`src/rtl/axis_pkt_len_tracker.sv`:
```
// Passive AXI-Stream packet length monitor: measures each packet's byte count
// and queues the lengths (with a saturation flag) on a valid/ready output.

module find_last_bit #(
    parameter int WIDTH = 32,
    parameter int CNT_W = $clog2(WIDTH + 2)
) (
    input  logic [WIDTH-1:0] bits,
    output logic [CNT_W-1:0] count
);

    // One-indexed position of the highest set bit; 0 when no bit is set
    always_comb begin
        count = '0;
        for (int unsigned i = 0; i < WIDTH; i++) begin
            if (bits[i]) count = CNT_W'(i + 1);
        end
    end

endmodule

module axis_pkt_len_tracker #(
    parameter int DATA_WIDTH = 256,
    parameter int KEEP_WIDTH = DATA_WIDTH / 8,
    parameter int LEN_WIDTH  = 16,
    parameter int FIFO_DEPTH = 4
) (
    input  logic                  axis_aclk,
    input  logic                  axis_resetn,
    input  logic [KEEP_WIDTH-1:0] s_axis_tkeep,
    input  logic                  s_axis_tvalid,
    input  logic                  s_axis_tready,
    input  logic                  s_axis_tlast,
    output logic [LEN_WIDTH-1:0]  len_tdata,
    output logic                  len_sat,
    output logic                  len_tvalid,
    input  logic                  len_tready,
    output logic                  in_packet,
    output logic [7:0]            drop_count,
    output logic                  overflow
);

    localparam int FLB_W = $clog2(KEEP_WIDTH + 2);
    localparam int PTR_W = $clog2(FIFO_DEPTH);
    localparam int SUM_W = LEN_WIDTH + 1;

    if (FIFO_DEPTH < 2 || (FIFO_DEPTH & (FIFO_DEPTH - 1)) != 0 ||
        KEEP_WIDTH * 8 != DATA_WIDTH) begin : g_bad_params
        $error("axis_pkt_len_tracker: invalid parameter combination");
    end

    typedef enum logic {IDLE, IN_PKT} state_t;

    state_t                 state;
    logic [LEN_WIDTH-1:0]   acc;
    logic                   acc_sat;

    logic                   beat;
    logic                   push;
    logic                   pop;
    logic                   full;
    logic                   wr_en;
    logic [FLB_W-1:0]       last_cnt;
    logic [LEN_WIDTH-1:0]   base;
    logic                   base_sat;
    logic [SUM_W-1:0]       addend;
    logic [SUM_W-1:0]       sum;
    logic [LEN_WIDTH-1:0]   nxt_len;
    logic                   nxt_sat;

    logic [LEN_WIDTH-1:0]   mem_len [FIFO_DEPTH];
    logic                   mem_sat [FIFO_DEPTH];
    logic [PTR_W-1:0]       wr_ptr;
    logic [PTR_W-1:0]       rd_ptr;
    logic [PTR_W:0]         count;
    logic [PTR_W:0]         count_next;

    find_last_bit #(
        .WIDTH (KEEP_WIDTH),
        .CNT_W (FLB_W)
    ) u_find_last_bit (
        .bits  (s_axis_tkeep),
        .count (last_cnt)
    );

    assign beat  = s_axis_tvalid & s_axis_tready;
    assign push  = beat & s_axis_tlast;
    assign pop   = len_tvalid & len_tready;
    assign full  = (count == (PTR_W + 1)'(FIFO_DEPTH));
    assign wr_en = push & (~full | pop);

    // A beat seen in IDLE starts a fresh packet, so ignore whatever acc holds
    always_comb begin
        base     = (state == IDLE) ? '0 : acc;
        base_sat = (state == IDLE) ? 1'b0 : acc_sat;
        addend   = s_axis_tlast ? SUM_W'(last_cnt) : SUM_W'(KEEP_WIDTH);
        sum      = {1'b0, base} + addend;
        if (sum[LEN_WIDTH]) begin
            nxt_len = '1;
            nxt_sat = 1'b1;
        end else begin
            nxt_len = sum[LEN_WIDTH-1:0];
            nxt_sat = base_sat;
        end
    end

    always_ff @(posedge axis_aclk or negedge axis_resetn) begin
        if (!axis_resetn) begin
            state   <= IDLE;
            acc     <= '0;
            acc_sat <= 1'b0;
        end else if (beat) begin
            if (s_axis_tlast) begin
                state   <= IDLE;
                acc     <= '0;
                acc_sat <= 1'b0;
            end else begin
                state   <= IN_PKT;
                acc     <= nxt_len;
                acc_sat <= nxt_sat;
            end
        end
    end

    assign in_packet = (state == IN_PKT);

    always_comb begin
        case ({wr_en, pop})
            2'b10:   count_next = count + 1'b1;
            2'b01:   count_next = count - 1'b1;
            default: count_next = count;
        endcase
    end

    // Storage is reset too so the head reads back as zero after reset
    always_ff @(posedge axis_aclk or negedge axis_resetn) begin
        if (!axis_resetn) begin
            for (int unsigned i = 0; i < FIFO_DEPTH; i++) begin
                mem_len[i] <= '0;
                mem_sat[i] <= 1'b0;
            end
            wr_ptr     <= '0;
            rd_ptr     <= '0;
            count      <= '0;
            len_tvalid <= 1'b0;
            drop_count <= '0;
            overflow   <= 1'b0;
        end else begin
            if (wr_en) begin
                mem_len[wr_ptr] <= nxt_len;
                mem_sat[wr_ptr] <= nxt_sat;
                wr_ptr          <= wr_ptr + 1'b1;
            end
            if (pop) begin
                rd_ptr <= rd_ptr + 1'b1;
            end
            count      <= count_next;
            len_tvalid <= (count_next != '0);
            if (push && !wr_en) begin
                overflow <= 1'b1;
                if (drop_count != 8'hFF) drop_count <= drop_count + 8'd1;
            end
        end
    end

    assign len_tdata = mem_len[rd_ptr];
    assign len_sat   = mem_sat[rd_ptr];

endmodule

```
`config.mk`:
```
export PLATFORM = sky130hd
export DESIGN_NAME = axis_pkt_len_tracker
export DESIGN_NICKNAME = d
export VERILOG_FILES = /design/src/rtl/axis_pkt_len_tracker.sv
export SDC_FILE = /design/constraint.sdc
export NUM_CORES = 1
export LEC_CHECK = 0
export CORE_ASPECT_RATIO = 0.9
export CORE_MARGIN = 5
export CORE_UTILIZATION = 30
export DETAILED_ROUTE_END_ITERATION = 6
export MAX_ROUTING_LAYER = met4
export PLACE_DENSITY = 0.5
export SYNTH_ARGS = -nofsm -noshare
export SYNTH_HDL_FRONTEND = slang
export SYNTH_HIERARCHICAL = 1
export SYNTH_SLANG_ARGS = --single-unit
export TNS_END_PERCENT = 20
```
`constraint.sdc`:
```
create_clock -name axis_aclk -period 6.75 [get_ports axis_aclk]
set_input_delay 1.0125 -clock axis_aclk [delete_from_list [all_inputs] [get_ports axis_aclk]]
set_output_delay 1.0125 -clock axis_aclk [all_outputs]
set_load 0.01 [all_outputs]
```
==> results.json, run 1 <==
{
  "run_status": "complete, no violations",
  "h-tree-depth": 3,
  "regArea_um2": 2577,
  "synth_nets": 625,
  "synth_compound_gate_area_share_pct": 16.46,
  "critPathKind": "input pin to register",
  "p_comb_share_pct": 32.0,
  "timing.final.crit_share_pct": 67.67,
  "ys_ff_latch": 103,
  "max_freq_mhz": 218.9,
  "yosys.area_share.adder_pct": 3.437,
  "synth-async-reset-ratio_pct": 100.0,
  "io_buffers": 65,
  "dp_hpwl_mm": 9.760,
  "worstPathArrival_ps": 4750,
  "clock_power_share_pct": 25.3,
  "postPlaceCellArea_um2": 6376,
  "post_cts.repair.setup_buffers": 0,
  "synth_top_family_by_area": "simple AND/OR/NAND/NOR gates",
  "maxCapViolCount": 0,
  "cp.buffers_inverters": 2,
  "cp_cell_sequence": "clkdlybuf4s50_1 -> inv_1 -> a21oi_1 -> o21ai_0 -> a2111oi_0 -> a221oi_1 -> and2_1 -> ha_1 -> fa_1 -> a21oi_1 -> o22a_2 -> nor3_4 -> nor4_1 -> o21ai_0",
  "synth_edf_count": 0,
  "drtAntennaViolNets": 0,
  "rsz0062_at_grt": "false",
  "wl_per_cell_um": 15.41,
  "place_congestion": 0.8785,
  "clock_path_buffers": 2,
  "crit_path_end_kind": "register",
  "setup_viol": 0,
  "grt_max_degree": 57,
  "synth_area_per_cell_um2": 9.658,
  "synth_top_flop_cell": "dfrtp_1",
  "ys_warn_count": 6,
  "period_minus_slack_ps": 4568,
  "met2_usage_pct": 20.31,
  "drc_errors": 0,
  "fin_tns_setup_ps": 0,
  "slew_headroom_pct": 32.91,
  "use_met1_pct": 18.41,
  "synthSimpleGateAreaFrac_pct": 18.83,
  "gr-total-overflow": 0,
  "antenna_found_initial": 0,
  "clockRootBuffer": "clkbuf_16",
  "fin_area_um2": 6680,
  "p_seq_share_pct": 42.7,
  "antenna-diode-count": 0,
  "cpMaxStageDelayCell": "nor4_1",
  "die_w_um": 153.2,
  "grt_pass1_wl_mm": 22.70,
  "ir_drop_uv": 117.9,
  "grt_pass1_vias": 4455,
  "ioPinCount": 66,
  "wl_mm": 13.46,
  "leakage_uw": 0.002793,
  "p_per_area_nw_per_um2": 313.2,
  "swShare_pct": 31.65,
  "cts_sinks": 103,
  "drtIter0Drc": 237,
  "cts_hold_buffers": 0,
  "cpPeakStageDelay_ps": 660,
  "clk_latency_ps": 350,
  "synthMuxAreaShare_pct": 8.637,
  "rows": 47,
  "core_um2": 18290,
  "fin_nets": 675,
  "synth_cell_types": 62,
  "cts_buffers": 9,
  "fillCellCount": 1841,
  "path_max_fanout": 18,
  "crit_required_ps": 6930,
  "via_per_inst": 4.974,
  "use_met3_pct": 2.683,
  "start_util_pct": 30.26,
  "cts_tree": "built",
  "switching_power_uw": 662.2,
  "yosysSeqAreaShare_pct": 46.57,
  "syn_area_um2": 5534,
  "grtUsageTotal_pct": 13.29,
  "p_int_uw": 1430,
  "top_usage_layer": "met2",
  "multi_input_area_um2": 2761,
  "synthToLayoutAreaGrowth_pct": 20.71,
  "path_delay_family": "compound AO/OA/AOI/OAI gates",
  "finalClockSkew_ps": 14.26,
  "dieArea_um2": 21270,
  "first_pass_iters": 4,
  "maxSlewViolCount": 0,
  "synth_cells": 573,
  "synth_xor_area_share_pct": 2.532,
  "path_clk_slew_ps": 70,
  "dieHeight_um": 138.9,
  "drive_above_1_share_pct": 8.280,
  "cp-start-kind": "input pin",
  "via_count": 4342,
  "cts_resized": 0,
  "hold_class": "register to register",
  "hold_violations": 0,
  "worstMarginPinSlew_ps": 1004
}
[path summary, 6_finish.rpt]
| path | from | end | slack, ps | depth (start not counted) |
|---|---|---|---|---|
| min | overflow$_DFFE_PN0P_ | overflow$_DFFE_PN0P_ | 470 | 1 |
| min reg2reg | overflow$_DFFE_PN0P_ | overflow$_DFFE_PN0P_ | 470 | 1 |
| max reg2reg | in_packet$_DFFE_PN0N_ | mem_len[37]$_DFFE_PN0P_ | 3580 | 9 |
| min in group asynchronous | axis_resetn | mem_len[19]$_DFFE_PN0P_ | 700 | 1 |
| max in group asynchronous | axis_resetn | count[0]$_DFF_PN0_ | 4890 | 2 |
| max | s_axis_tkeep[15] | mem_len[37]$_DFFE_PN0P_ | 2180 | 14 |
[flip-flops by register name, indices dropped and copies added (netlist names)]
register / flops
drop_count: 8
count: 3
mem_sat: 4
len_tvalid: 1
acc_sat: 1
overflow: 1
acc: 16
mem_len: 64
wr_ptr: 2
rd_ptr: 2
in_packet: 1
[per-stage QoR]
step | hold WS (ps) | instances | worst slack, ps | power (µW) | util (%)
after global placement | 455.4 | 857 | 1948 | 1576 | 34.86
after CTS | 474.5 | 873 | 2243 | 2135 | 36.53
after global routing | 486.8 | 873 | 1810 | 2242 | 36.53
after floorplan | 442.4 | 573 | 2977 | 1301 | -
final | 469.3 | 873 | 2182 | 2092 | 36.53
after detailed placement | 452.3 | 857 | 1875 | 1595 | 34.86
[final cells by class]
cell class | count | area share [%]
Clock buffer | 11 | 3.634
Clock inverter | 5 | 0.9178
Inverter | 16 | 0.8990
Multi-Input combinational cell | 425 | 41.34
Sequential cell | 103 | 38.58
Tap cell | 245 | 4.589
Timing Repair Buffer | 68 | 10.04
[power by group through the flow]
stage / Combinational [µW] / Clock, µW / Sequential [µW]
after floorplan: 444 / 0 / 857
after global placement: 677 / 0 / 899
after detailed placement: 689 / 0 / 906
after CTS: 690 / 548 / 896
after global routing: 755 / 571 / 916
final: 670 / 529 / 893
[synthesized netlist by cell type, types with 5 or more instances]
library cell,number,share of area (%)
dfrtp_1,103,47
nand2_1,96,6.5
o21ai_0,81,7.3
nor2_1,49,3.3
a21oi_1,28,2.5
and2_1,19,2.1
clkbuf_1,19,1.3
mux4_2,17,6.9
inv_1,16,1.1
ha_1,12,2.7
nand2b_1,11,1.2
xnor2_1,11,1.7
nor3_1,8,0.72
nand4_1,7,0.79
buf_2,6,0.54
mux2i_1,5,0.90
nand3_1,5,0.45
o31ai_1,5,0.68
xor2_1,5,0.79
[metal layers]
metal | part of all wire (%) | vias up
li1 | - | 2127
met1 | 49 | 2127
met2 | 46 | 81
met3 | 3.8 | 7
met4 | 0.91 | 0
met5 | 0 | -
[cell families (layout without fill, tap and decap cells)]
kind of cell             count (synthesis)  count (layout)
AO/OA/AOI/OAI                          151             151
XOR/XNOR                                16              16
adder cells (fa/ha/maj)                 14              14
buffers and inverters                   45             100
flip-flops                             103             103
multiplexers                            26              26
AND/OR/NAND/NOR                        218             218
[layout by cell type (no fill, tap or decap), types with 2 or more instances in the layout]
master / n
nand3_1: 5
o311ai_0: 2
a21oi_1: 28
a2111oi_0: 3
a221oi_1: 2
nor3_1: 8
nand4_1: 7
and4_1: 3
mux4_2: 17
fa_1: 2
mux2i_1: 5
inv_1: 16
o21ai_0: 81
a31oi_1: 3
buf_4: 4
clkdlybuf4s50_1: 64
clkbuf_16: 9
and3_1: 4
a22oi_1: 3
o211ai_1: 2
o31ai_1: 5
nand2_1: 96
o21a_1: 2
ha_1: 12
nand2b_1: 11
nor2_1: 49
dfrtp_1: 103
a21o_1: 2
and2_1: 19
inv_6: 3
a211oi_1: 4
xor2_1: 5
nor4_1: 4
xnor2_1: 11
mux2_2: 4
Power figures use the tool's default switching activity.
==> run 2: changes to the inputs <==
==> constraint.sdc (replaced) <==
create_clock -name axis_aclk -period 4.4 [get_ports axis_aclk]
set_input_delay 0.66 -clock axis_aclk [delete_from_list [all_inputs] [get_ports axis_aclk]]
set_output_delay 0.66 -clock axis_aclk [all_outputs]
set_load 0.01 [all_outputs]
==> results.json, run 2 (synthesis gave the netlist of run 1 again) <==
{
  "cpPeakStageDelay_ps": 520,
  "finalClockSkew_ps": 13.03,
  "maxCapViolCount": 0,
  "synthToLayoutAreaGrowth_pct": 22.13,
  "drc_errors": 0,
  "dieArea_um2": 21270,
  "fin_cells": 882,
  "core_um2": 18290,
  "h-tree-depth": 3,
  "largest_reg_flops": 64,
  "run_status": "complete, no violations",
  "setup_viol": 0,
  "final_cell_mix": "dfrtp_1 (103), nand2_1 (96), o21ai_0 (81)",
  "max_freq_mhz": 255.1,
  "via_count": 4427,
  "worst_r2r_endpoint": "acc[13]$_DFFE_PN0N_",
  "antenna-diode-count": 0,
  "timing.final.crit_share_pct": 89.08,
  "cts_tree": "built",
  "setup_slack_ps": 480.3,
  "place_congestion": 0.8707,
  "postPlaceCellArea_um2": 6451,
  "antenna_found_initial": 0,
  "first_pass_iters": 5,
  "io_buffers": 65,
  "cts_sinks": 103,
  "leakage_uw": 0.002835,
  "rsz0062_at_grt": "false",
  "hold_class": "input pin to async pin",
  "start_util_pct": 30.26,
  "fin_tns_setup_ps": 0,
  "gr-total-overflow": 0,
  "reg2reg_depth": 8,
  "worstPathArrival_ps": 4120,
  "cp_cell_sequence": "clkdlybuf4s50_1 -> inv_1 -> a2111oi_0 -> o31ai_1 -> o2111ai_1 -> a221oi_1 -> and2_1 -> ha_1 -> fa_1 -> a21oi_1 -> o22a_2 -> nor3_4 -> nor3_1 -> o21ai_0",
  "place_ws_ps": 112.5,
  "final_common_cell": "dfrtp_1",
  "maxSlewViolCount": 0,
  "via_per_inst": 5.019,
  "period_minus_slack_ps": 3920,
  "ir_drop_uv": 184.9,
  "grt_pass1_wl_mm": 22.60,
  "dpl.cell_count": 867,
  "crit_path_end_kind": "register",
  "crit_required_ps": 4610,
  "path_clk_slew_ps": 70,
  "die_w_um": 153.2,
  "top_regs": "mem_len (64), acc (16), drop_count (8)",
  "critPathKind": "input pin to register",
  "fin_area_um2": 6759,
  "dieHeight_um": 138.9,
  "grtUsageTotal_pct": 13.38,
  "r2r_slack_ps": 1670,
  "wl_per_cell_um": 15.40,
  "cp-start-kind": "input pin",
  "drtIter0Drc": 167,
  "cts_hold_buffers": 0,
  "grt_pass1_vias": 4394,
  "worstMarginPinSlew_ps": 965.8,
  "path_delay_family": "compound AO/OA/AOI/OAI gates",
  "clk_latency_ps": 350,
  "clock_path_buffers": 2,
  "p_per_area_nw_per_um2": 478.5,
  "largest_register": "mem_len",
  "drtAntennaViolNets": 0,
  "slew_headroom_pct": 35.61,
  "wl_mm": 13.59,
  "cpMaxStageDelayCell": "clkdlybuf4s50_1",
  "rows": 47,
  "ioPinCount": 66,
  "cp.buffers_inverters": 2,
  "path_max_fanout": 14,
  "grt_max_degree": 73,
  "drive_above_1_share_pct": 9.890,
  "dp_hpwl_mm": 9.707,
  "cts_buffers": 9,
  "r2r_start": "in_packet$_DFFE_PN0N_",
  "clockRootBuffer": "clkbuf_16",
  "fin_nets": 685,
  "hold_violations": 0
}
-- run 2: worst register-to-register path, stage by stage, from the launching register on --
cell and delay [ps]:
dfrtp_1 460, and2_1 180, ha_1 460, o211ai_1 180
o22a_2 310, nor3_4 550, buf_4 260, nor2_1 70
a21oi_1 190
-- run 2: final cells by class --
type	instances	area (µm²)
inverters	16	60.06
multi-input cells	425	2766
flip-flops and latches	103	2577
clock buffers	9	225.2
fillers	1812	11530
well taps	245	306.5
repair buffers	78	745.7
clock inverters	6	77.57
-- run 2: worst max path at each step --
| stage | start | to | depth (start not counted) |
|---|---|---|---|
| CTS | s_axis_tkeep[7] | mem_len[41]$_DFFE_PN0P_ | 14 |
| global route | s_axis_tkeep[15] | mem_len[58]$_DFFE_PN0P_ | 14 |
| floorplan | s_axis_tkeep[18] | acc[5]$_DFFE_PN0N_ | 12 |
| detailed placement | s_axis_tkeep[7] | mem_len[41]$_DFFE_PN0P_ | 14 |
| finish | s_axis_tkeep[7] | mem_len[40]$_DFFE_PN0P_ | 14 |
| global placement | s_axis_tkeep[15] | mem_len[59]$_DFFE_PN0P_ | 15 |
-- run 2: per-stage QoR --
step           hold WS [ps]  utilization (%)  total power [µW]
3_3_place_gp          453.8            35.27              2411
6_report              452.1            36.96              3234
4_1_cts               475.6            36.93              3292
5_1_grt               484.5            36.96              3453
2_1_floorplan         364.4                -              1996
3_5_place_dp          457.3            35.27              2451
-- run 2: timing repair --
action	4_1_cts	5_1_grt
resized for setup	0	1
buffers inserted	0	0
setup endpoints to repair	0	2
-- run 2: per-layer routing --
layer	global-route usage (%)	vias up	routed length (µm)
met5	-	-	0
met4	3.235	0	159
met3	2.715	13	616
met2	20.70	103	6172
met1	18.15	2165	6639
li1	-	2146	-
-- run 2: where the power goes --
group          internal [µW]  leakage [µW]  switching (µW)
clock network            450      0.000146             378
registers               1190       0.00136             182
logic                    547       0.00133             487
